--- config.mk ---
export PLATFORM = sky130hd
export DESIGN_NAME = lsu_load_assembler
export DESIGN_NICKNAME = d
export VERILOG_FILES = /design/src/rtl/lsu_load_assembler.sv
export SDC_FILE = /design/constraint.sdc
export NUM_CORES = 1
export LEC_CHECK = 0
export ABC_AREA = 1
export CORE_UTILIZATION = 40
export DETAILED_ROUTE_END_ITERATION = 8
export MAX_ROUTING_LAYER = met4
export PLACE_DENSITY = 0.73
export SYNTH_ARGS = -nofsm -noshare
export SYNTH_HDL_FRONTEND = slang
export SYNTH_SLANG_ARGS = --single-unit
--- constraint.sdc ---
create_clock -name i_clk -period 3.7 [get_ports i_clk]
set_input_delay 0.74 -clock i_clk [delete_from_list [all_inputs] [get_ports i_clk]]
set_output_delay 0.74 -clock i_clk [all_outputs]
set_load 0.01 [all_outputs]
--- src/rtl/lsu_load_assembler.sv ---
// lsu_load_assembler
// Load-side byte-lane assembler for the four byte-wide data-memory banks.
// A load is accepted in IDLE. Bank indices and read enables are driven in ISSUE.
// Bank data is sampled and extended in CAPTURE.
// The result is then held in RESP until the consumer takes it.
//
// Handshake: a request transfers on a rising edge where i_ld_req && o_ld_ready.
// A response transfers on a rising edge where o_ld_valid && i_ld_ready.
// o_ld_data is stable for as long as o_ld_valid is high.
module lsu_load_assembler (
    input  logic        i_clk,
    input  logic        i_reset,
    input  logic        i_ld_req,
    input  logic [31:0] i_lsu_addr,
    input  logic [2:0]  i_ld,
    output logic        o_ld_ready,
    output logic [9:0]  o_addr_even_1,
    output logic [9:0]  o_addr_even_2,
    output logic [9:0]  o_addr_odd_1,
    output logic [9:0]  o_addr_odd_2,
    output logic        o_re_even_1,
    output logic        o_re_even_2,
    output logic        o_re_odd_1,
    output logic        o_re_odd_2,
    input  logic [7:0]  i_data_even_1,
    input  logic [7:0]  i_data_even_2,
    input  logic [7:0]  i_data_odd_1,
    input  logic [7:0]  i_data_odd_2,
    output logic        o_ld_valid,
    output logic [31:0] o_ld_data,
    input  logic        i_ld_ready
);

    localparam logic [2:0] LD_LB  = 3'b000;
    localparam logic [2:0] LD_LH  = 3'b001;
    localparam logic [2:0] LD_LW  = 3'b010;
    localparam logic [2:0] LD_LBU = 3'b100;
    localparam logic [2:0] LD_LHU = 3'b101;

    typedef enum logic [1:0] {
        S_IDLE    = 2'd0,
        S_ISSUE   = 2'd1,
        S_CAPTURE = 2'd2,
        S_RESP    = 2'd3
    } state_t;

    state_t r_state;
    state_t w_next_state;

    logic        r_odd;
    logic [2:0]  r_ld;
    logic [9:0]  r_addr_even_1;
    logic [9:0]  r_addr_even_2;
    logic [9:0]  r_addr_odd_1;
    logic [9:0]  r_addr_odd_2;
    logic        r_re_even_1;
    logic        r_re_even_2;
    logic        r_re_odd_1;
    logic        r_re_odd_2;
    logic [31:0] r_ld_data;

    logic        w_accept;
    logic        w_odd;
    logic [9:0]  w_w0;
    logic [9:0]  w_w1;
    logic [9:0]  w_w2;
    logic        w_is_byte;
    logic        w_is_half;
    logic        w_is_word;
    logic        w_en_b0;
    logic        w_en_b1;
    logic        w_en_hi;
    logic [7:0]  w_b0;
    logic [7:0]  w_b1;
    logic [7:0]  w_b2;
    logic [7:0]  w_b3;
    logic [31:0] w_ext;
    logic        w_unused_addr;

    // Only the 11-bit byte address space is decoded; upper bits are ignored.
    assign w_unused_addr = ^i_lsu_addr[31:11];

    assign w_accept = i_ld_req && (r_state == S_IDLE);
    assign w_odd    = i_lsu_addr[0];
    assign w_w0     = i_lsu_addr[10:1];
    assign w_w1     = w_w0 + 10'd1;
    assign w_w2     = w_w0 + 10'd2;

    assign w_is_byte = (i_ld == LD_LB) || (i_ld == LD_LBU);
    assign w_is_half = (i_ld == LD_LH) || (i_ld == LD_LHU);
    assign w_is_word = (i_ld == LD_LW);
    // byte0 lane for any supported width, byte1 lane from halfword up, upper lanes for words
    assign w_en_b0   = w_is_byte || w_is_half || w_is_word;
    assign w_en_b1   = w_is_half || w_is_word;
    assign w_en_hi   = w_is_word;

    // State register
    always_ff @(posedge i_clk) begin
        if (i_reset) begin
            r_state <= S_IDLE;
        end else begin
            r_state <= w_next_state;
        end
    end

    // Next-state logic and handshake outputs
    always_comb begin
        w_next_state = r_state;
        o_ld_ready   = 1'b0;
        o_ld_valid   = 1'b0;
        case (r_state)
            S_IDLE: begin
                o_ld_ready = 1'b1;
                if (i_ld_req) begin
                    w_next_state = S_ISSUE;
                end
            end
            S_ISSUE:   w_next_state = S_CAPTURE;
            S_CAPTURE: w_next_state = S_RESP;
            S_RESP: begin
                o_ld_valid = 1'b1;
                if (i_ld_ready) begin
                    w_next_state = S_IDLE;
                end
            end
            default:   w_next_state = S_IDLE;
        endcase
    end

    // Latch request; indices hold until the next acceptance, enables last one cycle
    always_ff @(posedge i_clk) begin
        if (i_reset) begin
            r_odd         <= 1'b0;
            r_ld          <= 3'b000;
            r_addr_even_1 <= 10'd0;
            r_addr_even_2 <= 10'd0;
            r_addr_odd_1  <= 10'd0;
            r_addr_odd_2  <= 10'd0;
            r_re_even_1   <= 1'b0;
            r_re_even_2   <= 1'b0;
            r_re_odd_1    <= 1'b0;
            r_re_odd_2    <= 1'b0;
        end else if (w_accept) begin
            r_odd <= w_odd;
            r_ld  <= i_ld;
            if (w_odd) begin
                // byte0 odd_1@W, byte1 even_1@W+1, byte2 odd_2@W+1, byte3 even_2@W+2
                r_addr_odd_1  <= w_w0;
                r_addr_even_1 <= w_w1;
                r_addr_odd_2  <= w_w1;
                r_addr_even_2 <= w_w2;
                r_re_odd_1    <= w_en_b0;
                r_re_even_1   <= w_en_b1;
                r_re_odd_2    <= w_en_hi;
                r_re_even_2   <= w_en_hi;
            end else begin
                // byte0 even_1@W, byte1 odd_1@W, byte2 even_2@W+1, byte3 odd_2@W+1
                r_addr_even_1 <= w_w0;
                r_addr_odd_1  <= w_w0;
                r_addr_even_2 <= w_w1;
                r_addr_odd_2  <= w_w1;
                r_re_even_1   <= w_en_b0;
                r_re_odd_1    <= w_en_b1;
                r_re_even_2   <= w_en_hi;
                r_re_odd_2    <= w_en_hi;
            end
        end else begin
            r_re_even_1 <= 1'b0;
            r_re_even_2 <= 1'b0;
            r_re_odd_1  <= 1'b0;
            r_re_odd_2  <= 1'b0;
        end
    end

    // Route bank outputs back to byte lanes according to the start alignment
    always_comb begin
        w_b0 = r_odd ? i_data_odd_1  : i_data_even_1;
        w_b1 = r_odd ? i_data_even_1 : i_data_odd_1;
        w_b2 = r_odd ? i_data_odd_2  : i_data_even_2;
        w_b3 = r_odd ? i_data_even_2 : i_data_odd_2;
    end

    // Sign/zero extension by load type; unsupported types yield zero
    always_comb begin
        w_ext = 32'h0;
        case (r_ld)
            LD_LB:   w_ext = {{24{w_b0[7]}}, w_b0};
            LD_LBU:  w_ext = {24'h0, w_b0};
            LD_LH:   w_ext = {{16{w_b1[7]}}, w_b1, w_b0};
            LD_LHU:  w_ext = {16'h0, w_b1, w_b0};
            LD_LW:   w_ext = {w_b3, w_b2, w_b1, w_b0};
            default: w_ext = 32'h0;
        endcase
    end

    // Result register: loaded in CAPTURE, held through RESP
    always_ff @(posedge i_clk) begin
        if (i_reset) begin
            r_ld_data <= 32'h0;
        end else if (r_state == S_CAPTURE) begin
            r_ld_data <= w_ext;
        end
    end

    assign o_addr_even_1 = r_addr_even_1;
    assign o_addr_even_2 = r_addr_even_2;
    assign o_addr_odd_1  = r_addr_odd_1;
    assign o_addr_odd_2  = r_addr_odd_2;
    assign o_re_even_1   = r_re_even_1;
    assign o_re_even_2   = r_re_even_2;
    assign o_re_odd_1    = r_re_odd_1;
    assign o_re_odd_2    = r_re_odd_2;
    assign o_ld_data     = r_ld_data;

endmodule

==> Yosys cells after proc, flatten, opt, wreduce, memory -nomap -nowiden <==
Index checks and enable logic that the tools add are counted.
{ "word_totals": {"word_cells": 52, "inputBits": 71, "register_bits": 81} }
{ "op_classes": {"muxes": 14, "addsub": 2, "bitwise_logic": 1, "n_reduce_logical": 11, "n_eq_ne": 13} }
{ "op_table": {"columns": ["op", "n"], "rows": [
  ["$pmux 32 s5", 1],
  ["$mux 8", 4],
  ["$mux 10", 2],
  ["$eq 3x3->1 const B", 4],
  ["$add 10x1->10 const B", 1],
  ["$add 10x2->10 const B", 1],
  ["$pmux 2 s4", 1],
  ["$eq 3x1->1 const B", 2],
  ["$eq 3x2->1 const B", 2],
  ["$logic_not 3->1", 2],
  ["$logic_or 1x1->1", 5],
  ["$eq 2x2->1 const B", 2],
  ["$mux 1", 4],
  ["$mux 2", 2],
  ["$ne 2x2->1 const B", 2],
  ["$eq 2x1->1 const B", 1],
  ["$logic_not 2->1", 1],
  ["$reduce_and 2->1", 1],
  ["$reduce_or 2->1", 1],
  ["$logic_and 1x1->1", 1],
  ["$not 1->1", 1]
]} }

==> Longest topological paths before layout <==
{ "depth": {"ltp_word": 5, "ltp_mapped": 9, "ltp_nobuf": 9} }

==> Worst setup path before layout <==
OpenSTA, ideal clock, no wires.
{ "synth_timing": {"kind": "input to register", "from": "input i_lsu_addr[2]", "to": "register r_addr_even_2[9], in the netlist o_addr_even_2[9]", "t_required_ns": 3.570, "setup_ns": 0.130, "arrival_ns": 1.487, "setup_slack_ns": 2.083, "path_stages": 8, "n_path_buf": 0, "cell_sequence": "ha_1 inv_1 nor2_1 nand2_1 nor3_1 nor2_1 nor2_1 nor2_1"} }
{ "synth_via": {"elab_chain_len": 2, "word_cells_on_any_way": 3} }
{ "synth_lines": {"columns": ["item", "line", "source"], "rows": [
  ["start, declared", "14", "input logic [31:0] i_lsu_addr,"],
  ["$add 10x1->10 / $add 10x2->10 (equally long branches)", "86, 87", null],
  ["$mux 10 (*)", "146", "if (w_odd) begin"],
  ["end signal, assigned", "151", "r_addr_even_2 <= w_w2;"],
  ["end signal, assigned", "160", "r_addr_even_2 <= w_w1;"],
  ["end, declared", "53", "logic [9:0] r_addr_even_2;"]
]} }
Mark *: on every way between the ends. The rest lies on a longest branch, timed or not.
A chain may end at the register's enable or synchronous reset.

==> Worst setup path after layout <==
{ "layout_timing": {"from": "register r_state[0]", "to": "output o_ld_ready"} }
{ "layout_via": {"elab_chain_len": 2} }
{ "layout_lines": {"columns": ["item", "line", "source"], "rows": [
  ["start, declared", "47", "state_t r_state;"],
  ["start signal, assigned", "102", "r_state <= w_next_state;"],
  ["$logic_not 2->1", "111", "case (r_state)"],
  ["$mux 1", "111", null],
  ["end, declared", "16", "output logic o_ld_ready,"]
]} }
No other way between the ends.

==> results.md <==
- Residual DRC: 0
- Nets: 783
- Top layer in use: met4
- Mapped Nets: 673
- CP arrival: 1560 ps
- Setup Buffers After CTS: 0
- Most area-consuming cells after synthesis: dfxtp_1 41%, nand2_1 16%, a21oi_1 8.5%, inv_1 6.3%, nand3_1 6.0%
- Reg area: 1620 um2
- Vias in the first global route: 3890
- DRT Pass-1 Iters: 4
- Synth top area share: 40.6%
- Post-synth top cells: 168 x nand2_1, 81 x dfxtp_1, 68 x a21oi_1
- Pleak: 2.29 nW
- Ys async rst share: 0%
- Synthesis Warnings: 0
- Slew headroom: 54.1%
- Worst slack, placed: 1180 ps
- Crit path max fanout: 4
- Setup violators final: 0
- Cell accounting for the most synthesized area: dfxtp_1
- TritonCTS Buffers: 9
- WP data required: 2960 ps
- Placed Cells: 828
- Detailed-route wire length per cell: 13.6 um
- Hold Path Class: flop to flop
- M1 wire length: 5120 um
- Ys flop type: dfxtp_1
- Final worst-path setup slack: 1400 ps
- Met2 wire length: 5320 um
- Pin count of the biggest net entering global routing: 52
- Non-filler cells, final: 844
- MaxCap Viol Count: 0
- Buffers added on ports: 127
- Worst hold margin: 468 ps
- Max clock buf depth: 2
- Via count: 4180
- Final Max Tran Viols: 0
- Total GRT Usage: 23.2%
- Worst setup SP type: flop
- # hold bufs at CTS: 0
- ANT nets after route: 0
- IO Pins: 149
- CTS Root Buffer Type: clkbuf_8
- Routed Wire Length: 11400 um
- Initial antenna violation count: 0
- Post-route setup TNS: 0 ps
- P&R area growth vs syn: 37.6%
- Combined area of the multi-input logic cells: 1930 um2
- Clock sink total: 81
- 1st-iter DRT viols: 140
- Syn_area_per_cell: 6.71 um2
- CTS tree: yes
- Sequential element share of the synthesized area: 40.6%
- ANT cells: 0
- First-pass GRT wire length: 18200 um
- Setup Crit Path Kind: flop to output pin
- Gpl congestion: 0.893
- Initial core utilization: 41.1%
- CTS clk-pin slew, worst paths: 90 ps
- CTS resizes: 0
- Clock Latency Late Sink: 350 ps
- Met3 Wirelength: 787 um
- Fmax: 435 MHz
- Vias per cell: 4.95
- Netlist area before placement: 4000 um2
- Fraction of layout cells with a size suffix above 1: 4.36%
- Filler cells: 970
- Worst Setup End Kind: output pin
- Final min period: 2300 ps
- Most frequent cell after synthesis: nand2_1
- Pwr dens: 589 nW/um2
- Worst Max-Slew Pin Slew: 684 ps
- FF+latch count, synth: 81
- Number of flops mapped to enable cells by yosys: 0
- Die width: 102 um
- Total gr overflow: 0
- Htree depth: 3
- Cells after synthesis: 596
- Final hold violation count: 0
- HPWL after DPL: 8100 um
- Final period util: 62.1%
- Layout Skew: 8.11 ps
- Cell Rows: 36
- Die area: 10400 um2
- RSZ-0062 raised after global routing: false
- VDD IR max: 0.289 mV
- Outcome: finished clean
- Die H: 102 um
- Core area: 9730 um2
- Yosys cell types: 31
[final timing paths]
| kind | start | end | slack [ps] | cells after the start |
|---|---|---|---|---|
| max | r_state[0] | o_ld_ready | 1400 | 3 |
| min | o_ld_data[8] | o_ld_data[8] | 470 | 2 |
| max reg2reg | r_state[0] | o_ld_data[1] | 1600 | 8 |
| min reg2reg | o_ld_data[8] | o_ld_data[8] | 470 | 2 |
[power by group]
part / switching (mW) / internal, mW / total [mW]
clock: 0.325 / 0.328 / 0.653
combinational: 0.781 / 0.625 / 1.41
sequential: 0.107 / 1.07 / 1.18
[layout make-up]
class | count | area share [%]
Multi-Input combinational cell | 410 | 35.2
Sequential cell | 81 | 29.5
Clock buffer | 11 | 2.57
Timing Repair Buffer | 134 | 24.0
Tap cell | 133 | 3.03
Clock inverter | 5 | 1.00
Inverter | 70 | 4.78
[stage by stage]
| step | utilization [%] | area (um2) | total power [mW] |
|---|---|---|---|
| finish | 56.5 | 5500 | 3.24 |
| global route | 56.5 | 5500 | 3.47 |
| CTS | 56.5 | 5500 | 3.26 |
| detailed placement | 54.5 | 5300 | 2.60 |
| global placement | 54.5 | 5300 | 2.56 |
| floorplan | - | 4000 | 2.02 |
[state kept, by name (all words and copies together) (netlist names)]
| signal | cells |
|---|---|
| o_addr_even_1 | 10 |
| o_addr_even_2 | 10 |
| o_addr_odd_1 | 10 |
| o_addr_odd_2 | 10 |
| o_ld_data | 32 |
| o_re_even_1 | 1 |
| o_re_odd_1 | 1 |
| o_re_odd_2 | 1 |
| r_ld | 3 |
| r_odd | 1 |
| r_state | 2 |
[per-layer routing]
layer  vias up  GRT usage, %
met5         -             -
met1      1900          27.3
li1       2129             -
met2       135          37.9
met3        16          5.47
met4         0          9.56
[placed cells by master, fill, tap and decap left out, drive strengths merged]
| cell type | count |
|---|---|
| clkinv | 4 |
| o22ai | 6 |
| dfxtp | 81 |
| clkdlybuf4s50 | 126 |
| buf | 8 |
| o21ai | 43 |
| a31oi | 2 |
| bufinv | 1 |
| o211ai | 9 |
| o31a | 1 |
| clkbuf | 11 |
| clkinvlp | 2 |
| nand3 | 49 |
| nand2 | 168 |
| or2 | 1 |
| a21oi | 70 |
| inv | 68 |
| nand4 | 1 |
| a211oi | 2 |
| ha | 6 |
| o21bai | 1 |
| nand3b | 1 |
| xor2 | 5 |
| nor2 | 42 |
| nor3 | 3 |
[worst max-delay path, cell delays in order (launching register included)]
cell and delay, ps:
dfxtp_1 320, inv_1 120, ha_1 220, clkdlybuf4s50_1 550
[kinds of logic (layout without fill, tap and decap cells)]
kind of cell / count (synthesis) / count (layout) / synth area share (%)
fa+ha+maj: 6 / 6 / 1.88
simple gates: 265 / 265 / 27.2
xor+xnor: 5 / 5 / 1.10
flops: 81 / 81 / 40.6
buf+inv: 105 / 220 / 11.1
compound gates: 134 / 134 / 18.2
(Power assumes the default switching activity.)
